File: config.mk
export PLATFORM = sky130hd
export DESIGN_NAME = pipe_ctrl
export DESIGN_NICKNAME = d
export VERILOG_FILES = /design/src/rtl/pipe_ctrl.sv
export SDC_FILE = /design/constraint.sdc
export NUM_CORES = 1
export LEC_CHECK = 0
export CAP_MARGIN = 20
export CORE_ASPECT_RATIO = 1.25
export CORE_MARGIN = 1.5
export CORE_UTILIZATION = 24
export DETAILED_ROUTE_END_ITERATION = 10
export GPL_TIMING_DRIVEN = 0
export HOLD_SLACK_MARGIN = 0.06
export PLACE_DENSITY = 0.76
export SETUP_SLACK_MARGIN = 0.05
export SLEW_MARGIN = 15
export SYNTH_ARGS = -nofsm -noshare
export SYNTH_HDL_FRONTEND = slang
export SYNTH_SLANG_ARGS = --single-unit
File: constraint.sdc
create_clock -name clk -period 1.2 [get_ports clk]
set_input_delay 0.24 -clock clk [delete_from_list [all_inputs] [get_ports clk]]
set_output_delay 0.24 -clock clk [all_outputs]
set_load 0.005 [all_outputs]
File: src/rtl/pipe_ctrl.sv
// Pipeline hazard/redirect controller: arbitrates jumps, divider stalls and load-use bubbles.
// Optional performance counters are built when PIPE_CTRL_PERF_EN is defined.
module pipe_ctrl #(
  parameter int AW           = 32,
  parameter int FLUSH_CYCLES = 2,
  parameter int LU_CYCLES    = 1
) (
  input  logic          clk,
  input  logic          rst,
  input  logic          jump_req_i,
  input  logic [AW-1:0] jump_addr_i,
  input  logic          ld_use_i,
  input  logic          div_busy_i,
  output logic          jump_flag_o,
  output logic [AW-1:0] jump_addr_o,
  output logic          pc_hold_o,
  output logic          if_id_hold_o,
  output logic          id_ex_hold_o,
  output logic          if_id_flush_o,
  output logic          id_ex_flush_o,
  output logic          div_abort_o,
  output logic [1:0]    state_o
`ifdef PIPE_CTRL_PERF_EN
  ,
  output logic [31:0]   perf_jump_o,
  output logic [31:0]   perf_stall_o,
  output logic [31:0]   perf_flush_o
`endif
);

  typedef enum logic [1:0] {
    IDLE      = 2'd0,
    FLUSH     = 2'd1,
    LU_STALL  = 2'd2,
    DIV_STALL = 2'd3
  } state_t;

  localparam logic [3:0] FLUSH_INIT = 4'(FLUSH_CYCLES - 1);
  localparam logic [3:0] LU_INIT    = 4'(LU_CYCLES - 1);

  state_t     r_state;
  state_t     w_next_state;
  logic [3:0] r_cnt;
  logic [3:0] w_next_cnt;

  always_ff @(posedge clk) begin
    if (!rst) begin
      r_state <= IDLE;
      r_cnt   <= 4'd0;
    end else begin
      r_state <= w_next_state;
      r_cnt   <= w_next_cnt;
    end
  end

  // Priority jump > divider > load-use; outputs are all zero while reset is held low.
  always_comb begin
    w_next_state  = r_state;
    w_next_cnt    = r_cnt;
    jump_flag_o   = 1'b0;
    jump_addr_o   = '0;
    pc_hold_o     = 1'b0;
    if_id_hold_o  = 1'b0;
    id_ex_hold_o  = 1'b0;
    if_id_flush_o = 1'b0;
    id_ex_flush_o = 1'b0;
    div_abort_o   = 1'b0;
    state_o       = r_state;

    if (!rst) begin
      state_o      = 2'd0;
      w_next_state = IDLE;
      w_next_cnt   = 4'd0;
    end else if (jump_req_i) begin
      jump_flag_o   = 1'b1;
      jump_addr_o   = jump_addr_i;
      if_id_flush_o = 1'b1;
      id_ex_flush_o = 1'b1;
      div_abort_o   = div_busy_i;
      if (FLUSH_CYCLES > 1) begin
        w_next_state = FLUSH;
        w_next_cnt   = FLUSH_INIT;
      end else begin
        w_next_state = IDLE;
        w_next_cnt   = 4'd0;
      end
    end else begin
      case (r_state)
        IDLE, LU_STALL: begin
          if (div_busy_i) begin
            pc_hold_o    = 1'b1;
            if_id_hold_o = 1'b1;
            id_ex_hold_o = 1'b1;
            w_next_state = DIV_STALL;
            w_next_cnt   = 4'd0;
          end else if (r_state == LU_STALL || ld_use_i) begin
            // Bubble: freeze PC and IF/ID, squash what would enter EX.
            pc_hold_o     = 1'b1;
            if_id_hold_o  = 1'b1;
            id_ex_flush_o = 1'b1;
            if (r_state == IDLE) begin
              if (LU_CYCLES > 1) begin
                w_next_state = LU_STALL;
                w_next_cnt   = LU_INIT;
              end else begin
                w_next_state = IDLE;
                w_next_cnt   = 4'd0;
              end
            end else if (r_cnt <= 4'd1) begin
              w_next_state = IDLE;
              w_next_cnt   = 4'd0;
            end else begin
              w_next_cnt = r_cnt - 4'd1;
            end
          end
        end
        FLUSH: begin
          if_id_flush_o = 1'b1;
          id_ex_flush_o = 1'b1;
          if (r_cnt <= 4'd1) begin
            w_next_state = IDLE;
            w_next_cnt   = 4'd0;
          end else begin
            w_next_cnt = r_cnt - 4'd1;
          end
        end
        DIV_STALL: begin
          if (div_busy_i) begin
            pc_hold_o    = 1'b1;
            if_id_hold_o = 1'b1;
            id_ex_hold_o = 1'b1;
          end else begin
            w_next_state = IDLE;
          end
          w_next_cnt = 4'd0;
        end
        default: begin
          w_next_state = IDLE;
          w_next_cnt   = 4'd0;
        end
      endcase
    end
  end

`ifdef PIPE_CTRL_PERF_EN
  logic [31:0] r_perf_jump;
  logic [31:0] r_perf_stall;
  logic [31:0] r_perf_flush;

  always_ff @(posedge clk) begin
    if (!rst) begin
      r_perf_jump  <= 32'd0;
      r_perf_stall <= 32'd0;
      r_perf_flush <= 32'd0;
    end else begin
      if (jump_flag_o)   r_perf_jump  <= r_perf_jump + 32'd1;
      if (pc_hold_o)     r_perf_stall <= r_perf_stall + 32'd1;
      if (id_ex_flush_o) r_perf_flush <= r_perf_flush + 32'd1;
    end
  end

  assign perf_jump_o  = r_perf_jump;
  assign perf_stall_o = r_perf_stall;
  assign perf_flush_o = r_perf_flush;
`endif

endmodule

# == Yosys cells after proc, flatten, opt, wreduce, memory -nomap -nowiden ==
# Index checks and enable logic that the tools add are counted.
# classes
muxes,36
order_cmp,1
eq_ne,7
add_sub_neg,1
bitwise_logic,1
n_reduce_logical,7
# op_table
operator,n
32-bit 2-to-1 mux,2
1-bit 2-to-1 mux,20
4-bit 2-to-1 mux,4
2-bit 2-to-1 mux,6
4-bit case mux with 3 select lines,1
3-bit inequality test (second input constant),2
2-bit case mux with 3 select lines,1
2-bit equality test (second input constant),2
4-bit by 1-bit less-or-equal comparator with 1-bit output (second input constant),1
4-bit inequality test (second input constant),1
1-bit case mux with 2 select lines,2
2-bit AND reduction,2
2-bit OR reduction,2
4-bit by 1-bit subtractor with 4-bit output (second input constant),1
3-bit OR reduction,1
2-bit by 1-bit equality test with 1-bit output (second input constant),1
2-bit logical NOT,1
2-bit inequality test (second input constant),1
1-bit logical OR,1
1-bit inverter,1
# word_totals
word_cells,57
ff_bits,6

# == Depth between registers and ports, before layout ==
# logic_depth
depth_word,7
mapped_depth,5
mapped_depth_nobuf,5

# == Least setup slack after synthesis ==
# No wires, ideal clock.
# synth_timing
path_kind,reg2reg
startpoint,reg r_state[1]
endpoint,reg r_cnt[1]
t_arrival_ns,1.239
stages_incl_launch_ff,4
setup_time_ns,0.086
synth_period_minus_slack_ns,1.324
slack_ns,-0.124
cell_sequence,dfxtp_1 -> nor4_2 -> mux2_1 -> a211oi_1
# synth_between
elab_chain_len,5
elab_cells_between_ends,11
cone_classes,4 x eq/ne; 4 x mux; 3 x reduce/logical
# synth_lines
element,line,source
start: declaration,41,state_t r_state;
start signal: assignment,51,r_state <= w_next_state;
2-bit logical NOT,"88, 101",
4-bit 2-to-1 mux,101,if (r_state == IDLE) begin
4-bit 2-to-1 mux,96,end else if (r_state == LU_STALL || ld_use_i) begin
4-bit 2-to-1 mux,90,if (div_busy_i) begin
4-bit case mux with 3 select lines,88,case (r_state)
end signal: assignment,52,r_cnt <= w_next_cnt;
end: declaration,43,logic [3:0] r_cnt;
# Several ways; a longest one is shown, not always the timed one. The select of a mux whose other input is x is not followed.
# A chain may end at the register's enable or synchronous reset.

# == Worst setup path in the final report ==
# layout_timing
startpoint,reg r_state[0]
endpoint,out pc_hold_o
# layout_between
elab_chain_len,7
elab_cells_between_ends,10
cone_classes,2 x eq/ne; 5 x mux; 3 x reduce/logical
# layout_lines
element,line,source
2-bit equality test,"88, 96",
1-bit logical OR,96,
1-bit 2-to-1 mux,96,
1-bit 2-to-1 mux,90,
1-bit case mux with 2 select lines (*),88,
1-bit 2-to-1 mux (*),74,end else if (jump_req_i) begin
1-bit 2-to-1 mux (*),70,if (!rst) begin
end: declaration,16,"output logic pc_hold_o,"
# Every way passes the cells marked *; elsewhere a longest branch is shown, timed or not.

==> flow_metrics.tcl <==
set metrics [dict create \
    cts_made_buffers 3 \
    viasPerCell 4.94 \
    fmax_mhz 657 \
    io_buffers 77 \
    syn_nets 129 \
    yosysWarnings 0 \
    period_minus_slack_ns 1.52 \
    cp.arrival_ns 1.28 \
    synth.most_common_cell "and3_1" \
    violations "negative setup slack" \
    synth_top_area_share_pct 31.1 \
    grt_setup_unrepaired "true" \
    core_area_um2 2500 \
    startpoint_type "flop" \
    maxSlewViolCount 0 \
    overflow 0 \
    layout-area-overhead-vs-synth_pct 141 \
    clock_latency_ns 0.25 \
    fin_setup_tns_ns -2.26 \
    drc 0 \
    utilization_pct 62.0 \
    fin_nets 224 \
    cp_max_fo 4 \
    synth_area_leader_cell "and3_1" \
    syn_avg_cell_area_um2 7.16 \
    root_buffer "clkbuf_4" \
    endpoint_kind "output pin" \
    synth_edf_count 0 \
    whs_path_depth 3 \
    holdCritPathClass "in -> reg" \
    fp.dieArea_um2 3010 \
    power.total_mw 0.903 \
    first_iter_violations 16 \
    setup_ws_ns -0.321 \
    die_h_um 60.9 \
    met2WireLength_um 1680 \
    wl_per_cell_um 14.1 \
    num-fill-cells 241 \
    ir_worst_vdd_mv 0.364 \
    track_usage_pct 21.6 \
    floorplan.rows 20 \
    tightest_slew_ns 0.336 \
    cts_max_level 1 \
    synthFlopType "dfxtp_1" \
    status "complete, but fails checks" \
    postPlaceCellArea_um2 1510 \
    drt-met1-wl_um 1110 \
    p_leak_nw 0.888 \
    insertedDiodeCount 0 \
    stdcell_area_um2 1550 \
    worstPathRequired_ns 0.96 \
    top_level_ports 78 \
    finalHoldViolations 0 \
    grt_max_degree 11 \
    gp_congestion 0.772 \
    netlist_top_cells_area "and3_1 31%, dfxtp_1 19%, inv_1 4.1%" \
    drive_gt1_share_pct 53.3 \
    cap_violations 0 \
    die_w_um 49.3 \
    r2r_cells 4 \
    cts.path.max_buffers 2 \
    wl_met3_um 263 \
    clk_pin_slew_worst_paths_ns 0.05 \
    seq_area_frac_synth_pct 18.6 \
    grt_pass1_vias 1091 \
    synth_common_cells "32 x and3_1, 7 x inv_1, 6 x clkbuf_1, 6 x dfxtp_1, 6 x nor2_1" \
    grt_first_pass_wirelength_um 4990 \
    netlist_area_um2 644 \
    synth.distinct_cells 28 \
    ant_nets 0 \
    hpwl_um 2270 \
    finalCritPeriodShare_pct 127 \
    syn_inst 90 \
    top_layer_used "met4" \
    path_class "reg -> out" \
    vias 1072 \
    cts_tree "built" \
    max_slew_margin_pct 77.5 \
    finClkSkew_ns 0.00604 \
    drt_wl_total_um 3070 \
    fin_hold_ws_ns 0.325 \
    initial_core_util_pct 25.8 \
    setup-violations-final 11 \
    drtPass1Iterations 4 \
    cts.sinks 6 \
    synthArstFlopShare_pct 0 \
    p_per_area_nw_per_um2 582 \
    antenna_found_initial 0 \
    ys_seq_elements 6 \
]
-- worst max-delay path, cell delays in order, from the launching register on --
cell	delay, ns
dfxtp_4	0.35
o21bai_4	0.17
a221oi_2	0.27
buf_4	0.16
buf_6	0.08
-- metrics by stage --
| step | std cells | setup WS [ns] |
|---|---|---|
| 2_1_floorplan | 90 | -0.0626 |
| 3_5_place_dp | 200 | -1.14 |
| 6_report | 217 | -0.321 |
| 5_1_grt | 217 | -0.364 |
| 4_1_cts | 214 | -0.324 |
| 3_3_place_gp | 200 | -1.10 |
-- state kept, by name (all words and copies together) (netlist names) --
| name | flops |
|---|---|
| r_cnt | 4 |
| r_state | 2 |
-- final timing paths --
check | from | end | slack, ns
setup / recovery | r_state[0]$_SDFFE_PN0P_ | pc_hold_o | -0.32
hold / removal | jump_req_i | r_cnt[0]$_SDFFE_PN0P_ | 0.32
setup reg to reg | r_state[1]$_SDFFE_PP0P_ | r_cnt[1]$_SDFFE_PP0P_ | -0.17
hold reg to reg | r_cnt[3]$_SDFFE_PP0P_ | r_cnt[3]$_SDFFE_PP0P_ | 0.49
-- logic make-up (layout without fill, tap and decap cells) --
group / Yosys count / in the layout / share of synthesized area (%)
simple gates: 47 / 47 / 43.7
compound gates: 19 / 19 / 21.9
buf+inv: 14 / 108 / 8.74
flops: 6 / 6 / 18.6
fa+ha+maj: 2 / 2 / 3.88
xor+xnor: 1 / 1 / 1.36
mux: 1 / 1 / 1.75
-- power by group --
| group | total, mW | switching, mW | internal, mW |
|---|---|---|---|
| Clock | 0.207 | 0.0808 | 0.126 |
| Combinational | 0.472 | 0.206 | 0.266 |
| Sequential | 0.224 | 0.0140 | 0.210 |
| Total | 0.903 | 0.301 | 0.602 |
-- layer usage --
metal | vias to the layer above | GRT usage (%)
met2 | 59 | 44.0
li1 | 526 | -
met1 | 483 | 22.1
met4 | 0 | 3.67
met5 | - | 0
met3 | 4 | 6.16
-- layout by cell type (no fill, tap or decap), types with 2 or more instances in the layout --
cell type       n
buf_2          39
dlygate4sd2_1  34
and3_1         32
buf_4          14
inv_2           4
clkbuf_8        4
clkbuf_4        4
buf_6           4
nor2_2          3
a21oi_1         3
o21ai_2         3
dfxtp_4         3
dfxtp_1         3
inv_4           2
nor3_2          2
o211ai_1        2
nor2_1          2
a221oi_2        2
ha_4            2
-- final cells by class --
cell class                 count  area, um^2  share of cell area, %
buffer                         7        77.6                   5.00
clock buffer                   4        26.3                   1.69
inverter                       7        31.3                   2.02
multi-input combinational     70         606                   39.0
sequential                     6         131                   8.47
tap                           33        41.3                   2.66
timing repair buffer          90         638                   41.1
-- what timing repair did --
item,in CTS,in global routing
pin swaps,39,7
hold endpoints to repair,0,0
setup buffers,10,3
resized for setup,251,9
hold buffers,0,0
endpoints found under the setup margin,47,15
Note: power is estimated with default switching activity, not from simulation.
